==> src/rtl/bcd_counter.sv <==
// rtl/bcd_counter.sv - three-digit BCD up/down counter with prescaler, start/stop toggle and clear
module bcd_counter #(
  parameter int DIV = 50000000
) (
  input  logic       CLK,
  input  logic       RST,
  input  logic       BTN_SS,
  input  logic       BTN_CLR,
  input  logic       UP,
  output logic [3:0] CNT1,
  output logic [3:0] CNT2,
  output logic [3:0] CNT3,
  output logic       RUN,
  output logic       CARRY
);

  localparam int PW = (DIV > 1) ? $clog2(DIV) : 1;
  localparam logic [PW-1:0] PRE_MAX = PW'(DIV - 1);

  logic          ss_s1_q, ss_s2_q, ss_s3_q;
  logic          clr_s1_q, clr_s2_q;
  logic          run_q, run_d;
  logic [PW-1:0] pre_q, pre_d;
  logic [3:0]    d1_q, d1_d, d2_q, d2_d, d3_q, d3_d;
  logic          carry_q, carry_d;

  logic          ss_edge, tick;
  logic          w1, w2, w3;
  logic [3:0]    n1, n2, n3;

  // Returns {wrap, next_digit}; out-of-range codes are forced back into 0..9.
  function automatic logic [4:0] digit_step(input logic [3:0] d, input logic up);
    logic [4:0] r;
    if (up) begin
      if (d >= 4'd9) r = {1'b1, 4'd0};
      else           r = {1'b0, d + 4'd1};
    end else begin
      if (d == 4'd0)      r = {1'b1, 4'd9};
      else if (d > 4'd9)  r = {1'b0, 4'd9};
      else                r = {1'b0, d - 4'd1};
    end
    return r;
  endfunction

  always_comb begin
    ss_edge = ss_s2_q & ~ss_s3_q;
    tick    = run_q && (pre_q == PRE_MAX);

    {w1, n1} = digit_step(d1_q, UP);
    {w2, n2} = digit_step(d2_q, UP);
    {w3, n3} = digit_step(d3_q, UP);

    run_d   = run_q ^ ss_edge;
    pre_d   = pre_q;
    d1_d    = d1_q;
    d2_d    = d2_q;
    d3_d    = d3_q;
    carry_d = 1'b0;

    if (clr_s2_q) begin
      pre_d = '0;
      d1_d  = 4'd0;
      d2_d  = 4'd0;
      d3_d  = 4'd0;
    end else begin
      if (run_q) pre_d = tick ? '0 : pre_q + PW'(1);
      if (tick) begin
        d1_d = n1;
        if (w1)       d2_d = n2;
        if (w1 && w2) d3_d = n3;
        carry_d = w1 & w2 & w3;
      end
    end
  end

  always_ff @(posedge CLK or posedge RST) begin
    if (RST) begin
      ss_s1_q  <= 1'b0;
      ss_s2_q  <= 1'b0;
      ss_s3_q  <= 1'b0;
      clr_s1_q <= 1'b0;
      clr_s2_q <= 1'b0;
      run_q    <= 1'b0;
      pre_q    <= '0;
      d1_q     <= 4'd0;
      d2_q     <= 4'd0;
      d3_q     <= 4'd0;
      carry_q  <= 1'b0;
    end else begin
      ss_s1_q  <= BTN_SS;
      ss_s2_q  <= ss_s1_q;
      ss_s3_q  <= ss_s2_q;
      clr_s1_q <= BTN_CLR;
      clr_s2_q <= clr_s1_q;
      run_q    <= run_d;
      pre_q    <= pre_d;
      d1_q     <= d1_d;
      d2_q     <= d2_d;
      d3_q     <= d3_d;
      carry_q  <= carry_d;
    end
  end

  assign CNT1  = d1_q;
  assign CNT2  = d2_q;
  assign CNT3  = d3_q;
  assign RUN   = run_q;
  assign CARRY = carry_q;

endmodule

==> config.mk <==
export PLATFORM = sky130hd
export DESIGN_NAME = bcd_counter
export DESIGN_NICKNAME = d
export VERILOG_FILES = /design/src/rtl/bcd_counter.sv
export SDC_FILE = /design/constraint.sdc
export NUM_CORES = 1
export LEC_CHECK = 0
export CAP_MARGIN = 20
export CORE_MARGIN = 5
export CORE_UTILIZATION = 58
export DETAILED_ROUTE_END_ITERATION = 8
export PLACE_DENSITY = 0.79
export SYNTH_ARGS = -nofsm -noshare
export SYNTH_HDL_FRONTEND = slang
export SYNTH_SLANG_ARGS = --single-unit
export TNS_END_PERCENT = 10
==> constraint.sdc <==
create_clock -name CLK -period 2.1 [get_ports CLK]
set_input_delay 0.42 -clock CLK [delete_from_list [all_inputs] [get_ports CLK]]
set_output_delay 0.42 -clock CLK [all_outputs]
set_load 0.02 [all_outputs]
* After elaboration in Yosys (flattened, before gate mapping)
Cells that the tools add are included.
** Cells by class
- $add $sub $neg :: 7
- Multipliers :: 0
- Div/mod/pow operators :: 0
- Magnitude comparators :: 6
- Eq/ne operators :: 1
- Shifts and indexed selects :: 0
- Mux-type cells :: 25
- Bitwise logic cells :: 5
- Reduce and logical (&&, ||, !) cells :: 11
** Operator list (count)
- two-way mux 26 bit :: 3
- two-way mux 5 bit :: 9
- two-way mux 4 bit :: 11
- adder 26 x 1 -> 26 bit (second input constant) :: 1
- == test 26 bit (second input constant) :: 1
- adder 4 x 1 -> 4 bit (second input constant) :: 3
- greater-or-equal comparator 4 bit (second input constant) :: 3
- > comparator 4 bit (second input constant) :: 3
- logical NOT 4 bit :: 3
- subtractor 4 x 1 -> 4 bit (second input constant) :: 3
- nonzero test 2 bit :: 4
- AND reduction 2 bit :: 2
- bitwise AND 1 bit :: 3
- logical AND 1 bit :: 2
- two-way mux 1 bit :: 2
- inverter 1 bit :: 1
- bitwise XOR 1 bit :: 1
** Storage, ports and cells
- Bits in registers :: 45
- Bits in latches :: 0
- RAM bits :: 0
- ROM bits :: 0
- Input port bits :: 5
- Output and inout bits :: 14
- Word-level logic and storage cells :: 66
- Memories :: 0

* Longest topological paths before layout
- Word-level depth :: 8
- Gate-level depth with buffers :: 8
- Gate-level depth less buffers :: 7

* Worst setup path after synthesis
OpenSTA, ideal clock, no wires.
- Path type :: reg-to-reg
- Start :: register d1_q[1] (netlist: CNT1[1])
- End :: register d2_q[2] (netlist: CNT2[2])
- Setup time :: 0.124 ns
- Data arrival time :: 1.919 ns
- Required time :: 1.976 ns
- Path slack :: 0.057 ns
- Cell stages (with the launch flop) :: 9
- Buffers on the path :: 1
- Clock period less this slack :: 2.043 ns
- Cells stage by stage :: dfrtp_1 > inv_1 > ha_1 > or3b_1 > a31oi_1 > and3b_1 > buf_2 > mux2i_1 > a21oi_1
** Between the ends
- Longest elaborated chain between the ends :: 5
- Elaborated cells on any way between the ends :: 7
- Those cells by class :: order compare: 1; mux: 3; reduce/logical: 3
** RTL lines
- start, declared :: line 24 : logic [3:0] d1_q, d1_d, d2_q, d2_d, d3_q, d3_d;
- start signal, assigned :: line 85 : d1_q <= 4'd0;
- start signal, assigned :: line 97 : d1_q <= d1_d;
- greater-or-equal comparator 4 bit / logical NOT 4 bit (equally long branches) :: line 35, 38
- two-way mux 5 bit, on equally long branches :: line 35, 38
- two-way mux 5 bit (*) :: line 34 : if (up) begin
- nonzero test 2 bit (no source line) (*)
- AND reduction 2 bit (no source line) (*)
- end signal, assigned :: line 86 : d2_q <= 4'd0;
- end signal, assigned :: line 98 : d2_q <= d2_d;
- end, declared :: line 24
Mark *: on every way between the ends. The rest lies on a longest branch, timed or not.
A chain may end at the register's enable or synchronous reset.

* Worst setup path in the final report
- Start :: register d2_q[3] (netlist: CNT2[3])
- End :: output port CNT2[3]
** RTL lines
- end, declared :: line 11 : output logic [3:0] CNT2,
No word-level cell between the ends.

==> impl_metrics.py <==
metrics = {
    "finish": {
        "finalNetCount": 372,
        "nFillCells": 356,
        "final_area_um2": 3420,
        "regArea_um2": 1130,
        "drive_above_1_share": 0.166,
        "multi_input_area_um2": 1580,
        "insertedDiodeCount": 0,
        "syn_to_final_growth_pct": 21.8,
    },
    "logic_synthesis": {
        "synth_edf_count": 0,
        "synth_area_leader_cell": "dfrtp_1",
        "synth_area_um2": 2810,
        "synth_nets": 324,
        "yosysWarnings": 0,
        "synthArstFlopShare": 1.00,
        "ys_ff_latch": 45,
        "synthTopCellsByArea": "dfrtp_1 40%, xor2_1 5.6%, nor2_1 5.3%, ha_1 4.9%, nand2_1 3.3%",
        "syn_area_per_cell_um2": 9.12,
        "yosys_most_used_dff": "dfrtp_1",
        "syn_inst": 308,
        "synthDistinctLibCells": 61,
        "synth_top_area_frac": 0.401,
        "seq_area_frac_synth": 0.401,
    },
    "die": {
        "dieWidth_um": 79.6,
        "dieArea_um2": 6330,
        "num_io_pins": 19,
        "die_h_um": 79.6,
        "start_util": 0.595,
        "rows": 25,
        "core_region_area_um2": 4720,
    },
    "worst_setup_path": {
        "crit_arrival_ns": 1.61,
        "cpLargestDelayFamily": "buffers and inverters",
        "crit_path_top_delay_cell": "clkdlybuf4s50_1",
        "critPathMaxStageDelay_ns": 0.69,
        "start_kind": "register",
        "path_depth": 1,
        "cp_max_fo": 15,
        "crit_buf_inv": 1,
        "r2r.worst_path.cells": 7,
        "cp.required_ns": 1.68,
        "cp_cell_sequence": "clkdlybuf4s50_1",
        "criticalPathCategory": "reg2out",
        "end_kind": "output port",
    },
    "power_and_ir_drop": {
        "max-vdd-ir-drop_v": 0.000479,
        "p_total_mw": 1.76,
        "p_per_area_nw_per_um2": 514,
        "static-leakage-power_nw": 1.46,
    },
    "sta": {
        "post-route-period-util": 0.968,
        "setup_ws_ns": 0.0674,
        "finalHoldViolCount": 0,
        "finalClockSkew_ns": 0.00906,
        "drv_slew": 0,
        "finalCriticalPeriod_ns": 2.03,
        "max_slew.worst_pin.slew_ns": 0.502,
        "setup-violations-final": 0,
        "max_freq_mhz": 492,
        "setup_tns_ns": 0,
        "slew_headroom": 0.663,
    },
    "clocking": {
        "cts.sinks": 45,
        "clk_pin_slew_ns": 0.08,
        "ctsHoldBuffers": 0,
        "clk_latency_ns": 0.30,
        "post_cts_buffers": 0,
        "cts_buffer_depth": 2,
        "cts.htree.levels": 2,
        "cts_tree": "built",
        "cts_made_buffers": 5,
        "cts_root_buf": "clkbuf_8",
    },
    "route": {
        "ant_nets": 0,
        "firstDrtPassIters": 4,
        "drc": 0,
        "vias_per_cell": 5.87,
        "num_vias": 2484,
        "routed_wl_mm": 6.50,
        "wl_per_cell_um": 15.4,
        "drt_iter0_drc": 139,
    },
    "placed_design": {
        "place_area_um2": 3310,
        "gp_congestion": 0.913,
        "hpwl_mm": 4.73,
        "pre_cts_ws_ns": -0.00132,
        "io_buffers": 18,
    },
    "hold_path": {
        "min_path_cells": 0,
        "hp-class": "reg2reg",
    },
    "run_status": {
        "status": "complete, no violations",
    },
    "grt": {
        "overflow": 0,
        "antenna_found_initial": 0,
        "grt_pass1_vias": 2479,
        "grt_pass1_wl_mm": 11.4,
        "grt_max_degree": 46,
        "track_usage": 0.227,
    },
    "flow_run": {
        "maxCapViolCount": 0,
    },
}
[cells in the final DEF (no fill, tap or decap), types with 8 or more instances in the layout]
master           count
a21oi_1             11
buf_4               36
clkdlybuf4s50_1     18
dfrtp_1             45
ha_1                10
inv_1               13
mux2i_1              8
nand2_1             25
nand3_1             14
nand4_1             10
nor2_1              40
xor2_1              18
[cell families (layout without fill, tap and decap cells)]
group	Yosys count	in the layout	synth area share
adder cells (fa/ha/maj)	11	11	0.0490
AND/OR/NAND/NOR	137	137	0.264
XOR/XNOR	23	23	0.0717
flip-flops	45	45	0.401
AO/OA/AOI/OAI	55	55	0.141
buffers and inverters	29	77	0.0450
multiplexers	8	8	0.0285
[final timing paths]
kind	start	endpoint	slack [ns]
worst min register to register	ss_s1_q	ss_s2_q	0.35
worst max register to register	pre_q[0]	CNT1[3]	0.09
max in group asynchronous	RST	CNT3[0]	1.42
worst min-delay path	ss_s1_q	ss_s2_q	0.35
min in group asynchronous	RST	pre_q[19]	0.47
worst max-delay path	CNT2[3]	CNT2[3]	0.07
[state kept, by name, indices dropped and copies added (netlist names)]
| name | flops |
|---|---|
| ss_s2_q | 1 |
| pre_q | 26 |
| CARRY | 1 |
| clr_s2_q | 1 |
| ss_s1_q | 1 |
| clr_s1_q | 1 |
| RUN | 1 |
| CNT3 | 4 |
| ss_s3_q | 1 |
| CNT2 | 4 |
| CNT1 | 4 |
[timing repair]
action	in CTS	in global routing
endpoints found under the setup margin	1	6
resized for setup	1	5
pin swaps	0	1
[power by group]
group          internal, mW  leakage (nW)  switching [mW]
Combinational         0.132         0.807           0.170
Clock                 0.261        0.0443           0.273
Sequential            0.899         0.613          0.0230
[metrics by stage]
stage | hold slack (ns) | std cells | utilization
floorplan | 0.331 | 308 | -
global placement | 0.335 | 416 | 0.701
detailed placement | 0.337 | 416 | 0.701
CTS | 0.354 | 423 | 0.720
global route | 0.375 | 423 | 0.724
finish | 0.352 | 423 | 0.724
[layout make-up]
cell class,instances,area share
Multi-Input combinational cell,234,0.462
Sequential cell,45,0.329
Timing Repair Buffer,56,0.143
Clock buffer,7,0.0252
Tap cell,67,0.0245
Inverter,14,0.0154
[layer usage]
| metal | GRT usage | routed length, um | up-vias |
|---|---|---|---|
| li1 | - | - | 1203 |
| met1 | 0.291 | 2800 | 1191 |
| met2 | 0.384 | 3260 | 72 |
| met3 | 0.0361 | 295 | 18 |
| met4 | 0.0825 | 145 | 0 |
| met5 | 0 | 0 | - |
[cell usage after synthesis, types with 2 or more instances]
| master | n |
|---|---|
| nand2b_1 | 3 |
| nor4b_1 | 6 |
| o21ai_1 | 2 |
| o21ai_0 | 3 |
| nand4_1 | 10 |
| mux2i_1 | 8 |
| xor2_1 | 18 |
| a31oi_1 | 4 |
| nor4_1 | 2 |
| buf_4 | 3 |
| o211ai_1 | 4 |
| a22oi_1 | 2 |
| nand3_1 | 14 |
| o31ai_1 | 2 |
| o2111ai_1 | 2 |
| and2_1 | 2 |
| o31a_1 | 2 |
| a21oi_1 | 11 |
| clkbuf_1 | 7 |
| or3b_1 | 2 |
| and3_1 | 3 |
| nor4bb_1 | 2 |
| xnor2_1 | 5 |
| nor3_2 | 2 |
| nor2_1 | 40 |
| a211oi_1 | 4 |
| o21bai_1 | 3 |
| nand2_1 | 25 |
| inv_1 | 14 |
| and4_1 | 2 |
| o311ai_0 | 2 |
| nor2b_1 | 6 |
| or2_2 | 2 |
| buf_2 | 5 |
| ha_1 | 11 |
| nor3_1 | 5 |
| dfrtp_1 | 45 |
| a32oi_1 | 2 |
Note: power is estimated with default switching activity, not from simulation.
